<file path="config.mk">
export PLATFORM = sky130hd
export DESIGN_NAME = dht11_ctrl
export DESIGN_NICKNAME = d
export VERILOG_FILES = /design/src/rtl/dht11_ctrl.sv
export SDC_FILE = /design/constraint.sdc
export NUM_CORES = 1
export LEC_CHECK = 0
export BUFFER_PORTS_ARGS = -buffer_cell sky130_fd_sc_hd__buf_2
export CAP_MARGIN = 20
export CORE_ASPECT_RATIO = 0.9
export CORE_MARGIN = 2
export CORE_UTILIZATION = 25
export CTS_CLUSTER_DIAMETER = 80
export CTS_CLUSTER_SIZE = 20
export DETAILED_ROUTE_END_ITERATION = 10
export PLACE_DENSITY = 0.51
export SYNTH_ARGS = -nofsm -noshare
export SYNTH_HDL_FRONTEND = slang
export SYNTH_SLANG_ARGS = --single-unit
export TNS_END_PERCENT = 20
</file>
<file path="constraint.sdc">
create_clock -name clk -period 5.6 [get_ports clk]
set_clock_uncertainty 0.2 [all_clocks]
set_input_delay 0.56 -clock clk [delete_from_list [all_inputs] [get_ports clk]]
set_output_delay 0.56 -clock clk [all_outputs]
set_load 0.01 [all_outputs]
</file>
<file path="src/rtl/dht11_ctrl.sv">
// dht11_ctrl: single-wire DHT11 read sequencer. One start request produces
// the host start pulse, the sensor handshake, a 40-bit capture and a checksum
// check, all timed by an external 10 us tick strobe.
module dht11_ctrl #(
  parameter int unsigned START_TICKS   = 1800,
  parameter int unsigned WAIT_TICKS    = 3,
  parameter int unsigned BIT_THRESH    = 4,
  parameter int unsigned TIMEOUT_TICKS = 20
) (
  input  logic       clk,
  input  logic       reset,
  input  logic       tick,
  input  logic       start,
  input  logic       dht_in,
  output logic       dht_oe,
  output logic       busy,
  output logic       done,
  output logic       error,
  output logic [7:0] hum_int,
  output logic [7:0] hum_dec,
  output logic [7:0] tem_int,
  output logic [7:0] tem_dec
);

  typedef enum logic [2:0] {
    IDLE,
    START,
    WAIT,
    RESP_L,
    RESP_H,
    BIT_L,
    BIT_H,
    CHECK
  } state_t;

  localparam logic [10:0] START_END = 11'(START_TICKS - 1);
  localparam logic [10:0] WAIT_END  = 11'(WAIT_TICKS - 1);
  localparam logic [10:0] THRESH    = 11'(BIT_THRESH);
  localparam logic [10:0] TMO       = 11'(TIMEOUT_TICKS);

  state_t      state;
  state_t      next;

  logic        sync1;
  logic        sync2;
  logic        line_q;
  logic        rise;
  logic        fall;

  logic [10:0] tcnt;
  logic [5:0]  bit_cnt;
  logic [39:0] data;
  logic        seen_low;

  logic        accept;
  logic        shift_en;
  logic        tmo_hit;
  logic        finish;
  logic        bit_val;
  logic [7:0]  sum;
  logic        sum_ok;

  // Line edges are taken from the synchronized level and its one-cycle-old copy.
  assign rise    = sync2 & ~line_q;
  assign fall    = ~sync2 & line_q;
  assign bit_val = (tcnt >= THRESH);
  assign sum     = data[39:32] + data[31:24] + data[23:16] + data[15:8];
  assign sum_ok  = (sum == data[7:0]);

  // Two-flop synchronizer for the asynchronous pad, plus a delayed copy for edges.
  always_ff @(posedge clk) begin
    if (reset) begin
      sync1  <= 1'b1;
      sync2  <= 1'b1;
      line_q <= 1'b1;
    end else begin
      sync1  <= dht_in;
      sync2  <= sync1;
      line_q <= sync2;
    end
  end

  // State register.
  always_ff @(posedge clk) begin
    if (reset) begin
      state <= IDLE;
    end else begin
      state <= next;
    end
  end

  // Next-state decode; an observed edge takes priority over a same-cycle tick.
  always_comb begin
    next     = state;
    accept   = 1'b0;
    shift_en = 1'b0;
    tmo_hit  = 1'b0;
    finish   = 1'b0;
    case (state)
      IDLE: begin
        if (start) begin
          next   = START;
          accept = 1'b1;
        end
      end
      START: begin
        if (tick && (tcnt == START_END)) begin
          next = WAIT;
        end
      end
      WAIT: begin
        if (tick && (tcnt == WAIT_END)) begin
          next = RESP_L;
        end
      end
      RESP_L: begin
        if (tcnt >= TMO) begin
          tmo_hit = 1'b1;
          next    = IDLE;
        end else if (seen_low && rise) begin
          next = RESP_H;
        end
      end
      RESP_H: begin
        if (tcnt >= TMO) begin
          tmo_hit = 1'b1;
          next    = IDLE;
        end else if (fall) begin
          next = BIT_L;
        end
      end
      BIT_L: begin
        if (tcnt >= TMO) begin
          tmo_hit = 1'b1;
          next    = IDLE;
        end else if (rise) begin
          next = BIT_H;
        end
      end
      BIT_H: begin
        if (tcnt >= TMO) begin
          tmo_hit = 1'b1;
          next    = IDLE;
        end else if (fall) begin
          shift_en = 1'b1;
          next     = (bit_cnt == 6'd39) ? CHECK : BIT_L;
        end
      end
      CHECK: begin
        next = IDLE;
      end
      default: begin
        next = IDLE;
      end
    endcase
    finish = tmo_hit || (state == CHECK);
  end

  // Tick counter: cleared on every state change and held at zero while idle.
  always_ff @(posedge clk) begin
    if (reset) begin
      tcnt <= '0;
    end else if ((next != state) || (state == IDLE)) begin
      tcnt <= '0;
    end else if (tick) begin
      tcnt <= tcnt + 11'd1;
    end
  end

  // RESP_L must see the line low before its rising edge counts.
  always_ff @(posedge clk) begin
    if (reset) begin
      seen_low <= 1'b0;
    end else begin
      seen_low <= (state == RESP_L) && (seen_low || !sync2);
    end
  end

  // Bit capture: MSB first into the shift register.
  always_ff @(posedge clk) begin
    if (reset) begin
      data    <= '0;
      bit_cnt <= '0;
    end else if (accept) begin
      data    <= '0;
      bit_cnt <= '0;
    end else if (shift_en) begin
      data    <= {data[38:0], bit_val};
      bit_cnt <= bit_cnt + 6'd1;
    end
  end

  // Registered outputs; busy stays high through the done cycle.
  always_ff @(posedge clk) begin
    if (reset) begin
      dht_oe <= 1'b0;
      busy   <= 1'b0;
      done   <= 1'b0;
    end else begin
      dht_oe <= (next == START);
      busy   <= (next != IDLE) || finish;
      done   <= finish;
    end
  end

  // Result registers: bytes update only on a good checksum; error held until accept.
  always_ff @(posedge clk) begin
    if (reset) begin
      error   <= 1'b0;
      hum_int <= '0;
      hum_dec <= '0;
      tem_int <= '0;
      tem_dec <= '0;
    end else if (accept) begin
      error <= 1'b0;
    end else if (state == CHECK) begin
      error <= !sum_ok;
      if (sum_ok) begin
        hum_int <= data[39:32];
        hum_dec <= data[31:24];
        tem_int <= data[23:16];
        tem_dec <= data[15:8];
      end
    end else if (tmo_hit) begin
      error <= 1'b1;
    end
  end

endmodule

</file>
==> results of run 1 <==
==> power by group through the flow <==
stage	Clock (mW)	Combinational (mW)	Sequential, mW
2_1_floorplan	0	0.0404	0.733
3_3_place_gp	0	0.0495	0.737
3_5_place_dp	0	0.0511	0.737
4_1_cts	0.640	0.0512	0.720
5_1_grt	0.673	0.0558	0.721
6_report	0.620	0.0501	0.720
==> logic make-up (layout without fill, tap and decap cells) <==
| group | count (synthesis) | in the layout | synth area share |
|---|---|---|---|
| fa+ha+maj | 25 | 25 | 0.0838 |
| xor+xnor | 29 | 29 | 0.0580 |
| compound gates | 92 | 92 | 0.120 |
| flops | 100 | 100 | 0.402 |
| mux | 33 | 33 | 0.0663 |
| buf+inv | 53 | 80 | 0.0444 |
| simple gates | 218 | 218 | 0.226 |
==> layout by cell type, fill, tap and decap left out, drive strengths merged, types with 2 or more instances in the layout <==
master    Yosys  final
o21ai         4      4
xnor3         2      2
nand4b        2      2
a41o          2      2
mux2i        33     33
inv          19     23
nand3         9      9
a211o         2      2
and3          7      7
a2111oi       2      2
a211oi       13     13
clkinvlp      0      2
a21o          3      3
nor4          3      3
nor3          8      8
ha           11     11
or2           4      4
fa           14     14
nor2         11     11
nand2b       65     65
dfxtp       100    100
a21oi        50     50
buf           3     45
and2          2      2
nand2        89     89
a31oi         3      3
clkbuf       31      9
a221oi        2      2
nor2b         5      5
xnor2        13     13
nand4         5      5
xor2         14     14
==> state kept, by name, indices dropped and copies added (netlist names), 3 cells and up <==
name / cells
data: 40
tcnt: 11
hum_dec: 8
hum_int: 8
tem_dec: 8
tem_int: 8
bit_cnt: 6
state: 3
==> final timing paths <==
kind,cells after the start,startpoint,slack (ns),endpoint
worst max-delay path,12,data[9]$_SDFFE_PP0P_,1.51,hum_dec[3]$_SDFFE_PP0P_
worst min-delay path,2,dht_in,0.19,sync1$_SDFF_PP1_
worst max register to register,12,data[9]$_SDFFE_PP0P_,1.51,hum_dec[3]$_SDFFE_PP0P_
worst min register to register,1,sync1$_SDFF_PP1_,0.21,sync2$_SDFF_PP1_
==> final cells by class <==
class                      instances  area (µm²)
fill                            2029       13700
multi-input combinational        397        2760
sequential                       100        2000
tap                              250         313
timing repair buffer              45         238
clock buffer                       9         225
inverter                          19        71.3
clock inverter                     7        66.3
==> worst max-delay path: stages (launching register included) <==
cell       delay (ns)
dfxtp_1          0.36
fa_1             0.54
inv_1            0.05
fa_1             0.49
inv_1            0.04
ha_1             0.21
fa_1             0.46
xor2_1           0.15
nor4_1           0.27
nand4b_1         0.21
a2111oi_4        0.39
buf_4            0.40
mux2i_1          0.23
==> per-stage QoR <==
| step | setup slack (ns) | cell area [µm²] |
|---|---|---|
| after floorplan | 1.74 | 4980 |
| final | 1.51 | 5680 |
| after detailed placement | 1.51 | 5390 |
| after CTS | 1.49 | 5680 |
| after global placement | 1.62 | 5390 |
| after global routing | 1.31 | 5680 |
==> per-layer routing <==
metal / routed length, µm / GRT usage / vias up
li1: - / - / 1903
met1: 5380 / 0.142 / 1768
met2: 4800 / 0.162 / 61
met3: 472 / 0.0241 / 12
met4: 225 / 0.0525 / 0
met5: 0 / 0 / -
==> flow_summary.json, run 1 <==
{
  "grt_start_max_net_pins": 77,
  "worst_setup_path_start_kind": "flop",
  "leak_pwr_nw": 2.09,
  "vdd_drop_max_uv": 118,
  "detailedRoute.firstIterationViolations": 171,
  "ratio_of_total_power_to_cell_area_nw_per_um2": 245,
  "initial_utilization": 0.258,
  "groute.usage.overall": 0.106,
  "clockRootBuffer": "clkbuf_16",
  "clk_transition_reported_paths_ns": 0.07,
  "worstSetupPathType": "reg2reg",
  "final.period_utilization": 0.730,
  "first_pass_grt_wire_length_um": 17900,
  "count_of_nets_left_with_antenna_violations_after_detail_routing": 0,
  "slew_headroom": 0.358,
  "post_layout_utilization_of_the_core": 0.294,
  "detail_route.vias_per_cell": 4.53,
  "layout-drive-gt1-share": 0.125,
  "sequentialPowerShare": 0.518,
  "timing.critical_path.fanout_max": 21,
  "cts-buffers-inserted": 9,
  "cts_resized": 0,
  "avgSynthCellArea_um2": 9.06,
  "post-synth-top-count-cell": "dfxtp_1",
  "area_of_the_mapped_netlist_um2": 4980,
  "cts_setup_buffers": 0,
  "clock.fmax_mhz": 245,
  "wl_per_cell_um": 13.1,
  "finalHoldViolations": 0,
  "antenna_cells": 0,
  "cts_tree": "yes",
  "core_region_area_um2": 19300,
  "outcome": "finished clean",
  "num_vias": 3744,
  "maxSlewViolCount": 0,
  "die_width_um": 153,
  "final_cell_count_no_fill": 827,
  "synth_edf_count": 0,
  "library_cells_used_by_synthesis": 53,
  "sw_frac_of_total": 0.247,
  "layout-area-overhead-vs-synth_pct": 13.9,
  "io_buffer_count": 40,
  "netlist.area_leader.share": 0.402,
  "p_comb_frac": 0.036,
  "dpl.cell_count": 811,
  "least_margin_pin_slew_ns": 0.963,
  "die_h_um": 138,
  "synth_seq_cells": 100,
  "io_pins": 41,
  "grt.overflow.total": 0,
  "yosysWarningCount": 0,
  "quantity_of_hold_fixing_buffers_added_after_cts": 0,
  "via_count_of_the_first_global_routing_pass": 3537,
  "netlist_instances": 550,
  "synth.area.top_cells": "dfxtp_1 (40%), nand2b_1 (8.2%), nand2_1 (6.7%), mux2i_1 (6.6%), fa_1 (5.6%)",
  "clock_path_buffers": 2,
  "drt_pass1_iterations": 4,
  "remaining_drc_errors": 0,
  "detail_route.wirelength_um": 10900,
  "synth_top_flop_cell": "dfxtp_1",
  "finalHoldWorstSlack_ns": 0.185,
  "timing.final.setup_violations": 0,
  "clock-sinks": 100,
  "p_total_mw": 1.39,
  "setup.worst_path.end_class": "flop",
  "place_congestion": 0.761,
  "core_rows": 48,
  "net_switching_power_of_the_design_mw": 0.344,
  "worst-endpoint-required_ns": 5.69,
  "synth.cells.most_frequent": "dfxtp_1 (100), nand2_1 (89), nand2b_1 (65)",
  "antenna_found_initial": 0,
  "half_perimeter_wire_length_of_the_detailed_placement_result_um": 7510,
  "async_reset_ff_frac": 0,
  "yosysSeqAreaShare": 0.402,
  "synth_largest_area_cell": "dfxtp_1",
  "maxCapViolations": 0,
  "hold_path_class": "in2reg",
  "setup-tns-final_ns": 0,
  "dieArea_um2": 21100,
  "worstSkewPairLatency_ns": 0.36,
  "final_nets": 602,
  "setup_repair_after_global_routing_missed_its_margin": "false",
  "crit_arrival_ns": 4.17,
  "clkPwrFrac": 0.446,
  "internal_power_mw": 1.05,
  "syn-num-nets": 580,
  "min_period_ns": 4.09,
  "htreeDepth": 3
}
Note: power is estimated with default switching activity, not from simulation.
==> inputs of run 2 (changes only) <==
- ABC_AREA: not set -> 1
- clock period: 5.6 -> 4.21 ns (I/O delays scaled with it)
==> flow_summary.json, run 2 <==
{
  "outcome": "finished clean",
  "grt.overflow.total": 0,
  "detail_route.vias_per_cell": 4.26,
  "cts_resized": 0,
  "vdd_drop_max_uv": 153,
  "antenna_cells": 0,
  "reg2reg_from": "data[9]$_SDFFE_PP0P_",
  "worstSetupPathType": "reg2reg",
  "core_rows": 48,
  "async_reset_ff_frac": 0,
  "clkPwrFrac": 0.466,
  "setup_repair_after_global_routing_missed_its_margin": "false",
  "wl_per_cell_um": 11.5,
  "min-delay-start": "dht_in",
  "layout-drive-gt1-share": 0.101,
  "grt_start_max_net_pins": 56,
  "num_vias": 4145,
  "placed_area_um2": 5320,
  "yosysSeqAreaShare": 0.410,
  "synth.cells.most_frequent": "nand2_1 (178), dfxtp_1 (100), nor2_1 (95)",
  "layout.cell_area.non_filler_um2": 5630,
  "cts_setup_buffers": 0,
  "finalHoldWorstSlack_ns": 0.0509,
  "io_buffer_count": 40,
  "detail_route.wirelength_um": 11200,
  "remaining_drc_errors": 0,
  "core_region_area_um2": 19200,
  "maxCapViolations": 0,
  "internal_power_mw": 1.44,
  "io_pins": 41,
  "largest_reg_flops": 40,
  "clockRootBuffer": "clkbuf_16",
  "final_cell_count_no_fill": 973,
  "max_flop_register": "data",
  "sw_frac_of_total": 0.237,
  "final_cell_mix": "nand2_1 (178), dfxtp_1 (100), nor2_1 (95)",
  "timing.final.setup_violations": 0,
  "dieArea_um2": 20700,
  "path_cells": "fa_1, inv_1, fa_1, inv_1, ha_1, fa_1, or2_1, nand3_1, nand2_1, nor2_2, nand3_2, nor2_4, nand3_4, buf_4, nor2_1, nor2_1",
  "worstSkewPairLatency_ns": 0.36,
  "library_cells_used_by_synthesis": 33,
  "synth_largest_area_cell": "dfxtp_1",
  "synth.area.top_cells": "dfxtp_1 (41%), nand2_1 (14%), nor2_1 (7.3%), inv_1 (7.1%), fa_1 (5.7%)",
  "cp-startpoint": "data[9]$_SDFFE_PP0P_",
  "synth_edf_count": 0,
  "timing.critical_path.fanout_max": 38,
  "place_congestion": 0.780,
  "dpl.cell_count": 957,
  "critical_path.top_delay_family": "adder cells",
  "place_ws_ns": 0.496,
  "worst-endpoint-required_ns": 4.27,
  "crit_arrival_ns": 3.75,
  "clock-sinks": 100,
  "count_of_nets_left_with_antenna_violations_after_detail_routing": 0,
  "slew_headroom": 0.566,
  "worstPathBufferInverterCount": 3,
  "half_perimeter_wire_length_of_the_detailed_placement_result_um": 7830,
  "synth_seq_cells": 100,
  "drt_pass1_iterations": 4,
  "netlist_instances": 684,
  "groute.usage.overall": 0.115,
  "via_count_of_the_first_global_routing_pass": 3873,
  "die_h_um": 137,
  "area_of_the_mapped_netlist_um2": 4880,
  "worst_setup_path_start_kind": "flop",
  "cts_tree": "yes",
  "final_nets": 748,
  "clock_path_buffers": 2,
  "crit_path_frequent_cell": "fa_1",
  "finalHoldViolations": 0,
  "postLayoutSetupSlackWorst_ns": 0.519,
  "p_comb_frac": 0.029,
  "least_margin_pin_slew_ns": 0.651,
  "detailedRoute.firstIterationViolations": 254,
  "cp_peak_stage_delay_ns": 0.54,
  "setup.worst_path.end_class": "flop",
  "die_width_um": 151,
  "net_switching_power_of_the_design_mw": 0.446,
  "initial_utilization": 0.255,
  "leak_pwr_nw": 2.69,
  "routedLengthMet1_um": 6020,
  "route.met2.wl_um": 4700,
  "cts-buffers-inserted": 9,
  "yosysWarningCount": 0,
  "fillerInstances": 2073,
  "sequentialPowerShare": 0.506,
  "maxSlewViolCount": 0,
  "final.period_utilization": 0.877,
  "ratio_of_total_power_to_cell_area_nw_per_um2": 334,
  "hold_path_class": "in2reg",
  "avgSynthCellArea_um2": 7.14,
  "routed.top_layer": "met4",
  "cpMaxStageDelayCell": "fa_1",
  "p_total_mw": 1.88,
  "syn-num-nets": 714,
  "wl_met3_um": 285,
  "clk_transition_reported_paths_ns": 0.08,
  "synth_top_flop_cell": "dfxtp_1",
  "quantity_of_hold_fixing_buffers_added_after_cts": 0,
  "sequential_cell_area_um2": 2000,
  "min_period_ns": 3.69,
  "layout-area-overhead-vs-synth_pct": 15.3,
  "first_pass_grt_wire_length_um": 18900,
  "setup-tns-final_ns": 0,
  "multiInputGateArea_um2": 2400,
  "post_layout_utilization_of_the_core": 0.294,
  "post-synth-top-count-cell": "nand2_1",
  "htreeDepth": 3,
  "antenna_found_initial": 0,
  "final_common_cell": "nand2_1",
  "largestRegisters": "data (40), tcnt (11)",
  "netlist.area_leader.share": 0.410,
  "clock.fmax_mhz": 271
}
## run 2: path summary, 6_finish.rpt
check / to / slack [ns] / depth (start not counted)
worst max-delay path: tem_int[1]$_SDFFE_PP0P_ / 0.52 / 16
worst min register to register: sync2$_SDFF_PP1_ / 0.22 / 1
worst min-delay path: sync1$_SDFF_PP1_ / 0.05 / 2
worst max register to register: tem_int[1]$_SDFFE_PP0P_ / 0.52 / 16
## run 2: final cells by class
cell class	count	area share
sequential	100	0.355
inverter	95	0.0633
multi-input combinational	465	0.425
tap	250	0.0555
clock inverter	6	0.0147
clock buffer	10	0.0407
timing repair buffer	47	0.0449
## run 2: cell families (layout without fill, tap and decap cells)
kind of cell,count (synthesis),count (layout),synth area share
AO/OA/AOI/OAI,89,89,0.0950
XOR/XNOR,11,11,0.0197
buffers and inverters,119,158,0.0996
adder cells (fa/ha/maj),25,25,0.0856
flip-flops,100,100,0.410
AND/OR/NAND/NOR,340,340,0.290
## run 2: metal layers
metal,track usage,up-vias
met5,0,-
met4,0.0421,0
met3,0.0243,13
met2,0.172,43
met1,0.163,1894
li1,-,2195
## run 2: power by group through the flow
stage | Sequential (mW) | Clock, mW | Combinational, mW
4_1_cts | 0.952 | 0.906 | 0.0546
2_1_floorplan | 0.974 | 0 | 0.0361
3_3_place_gp | 0.974 | 0 | 0.0553
5_1_grt | 0.953 | 0.939 | 0.0613
6_report | 0.952 | 0.877 | 0.0539
3_5_place_dp | 0.974 | 0 | 0.0546
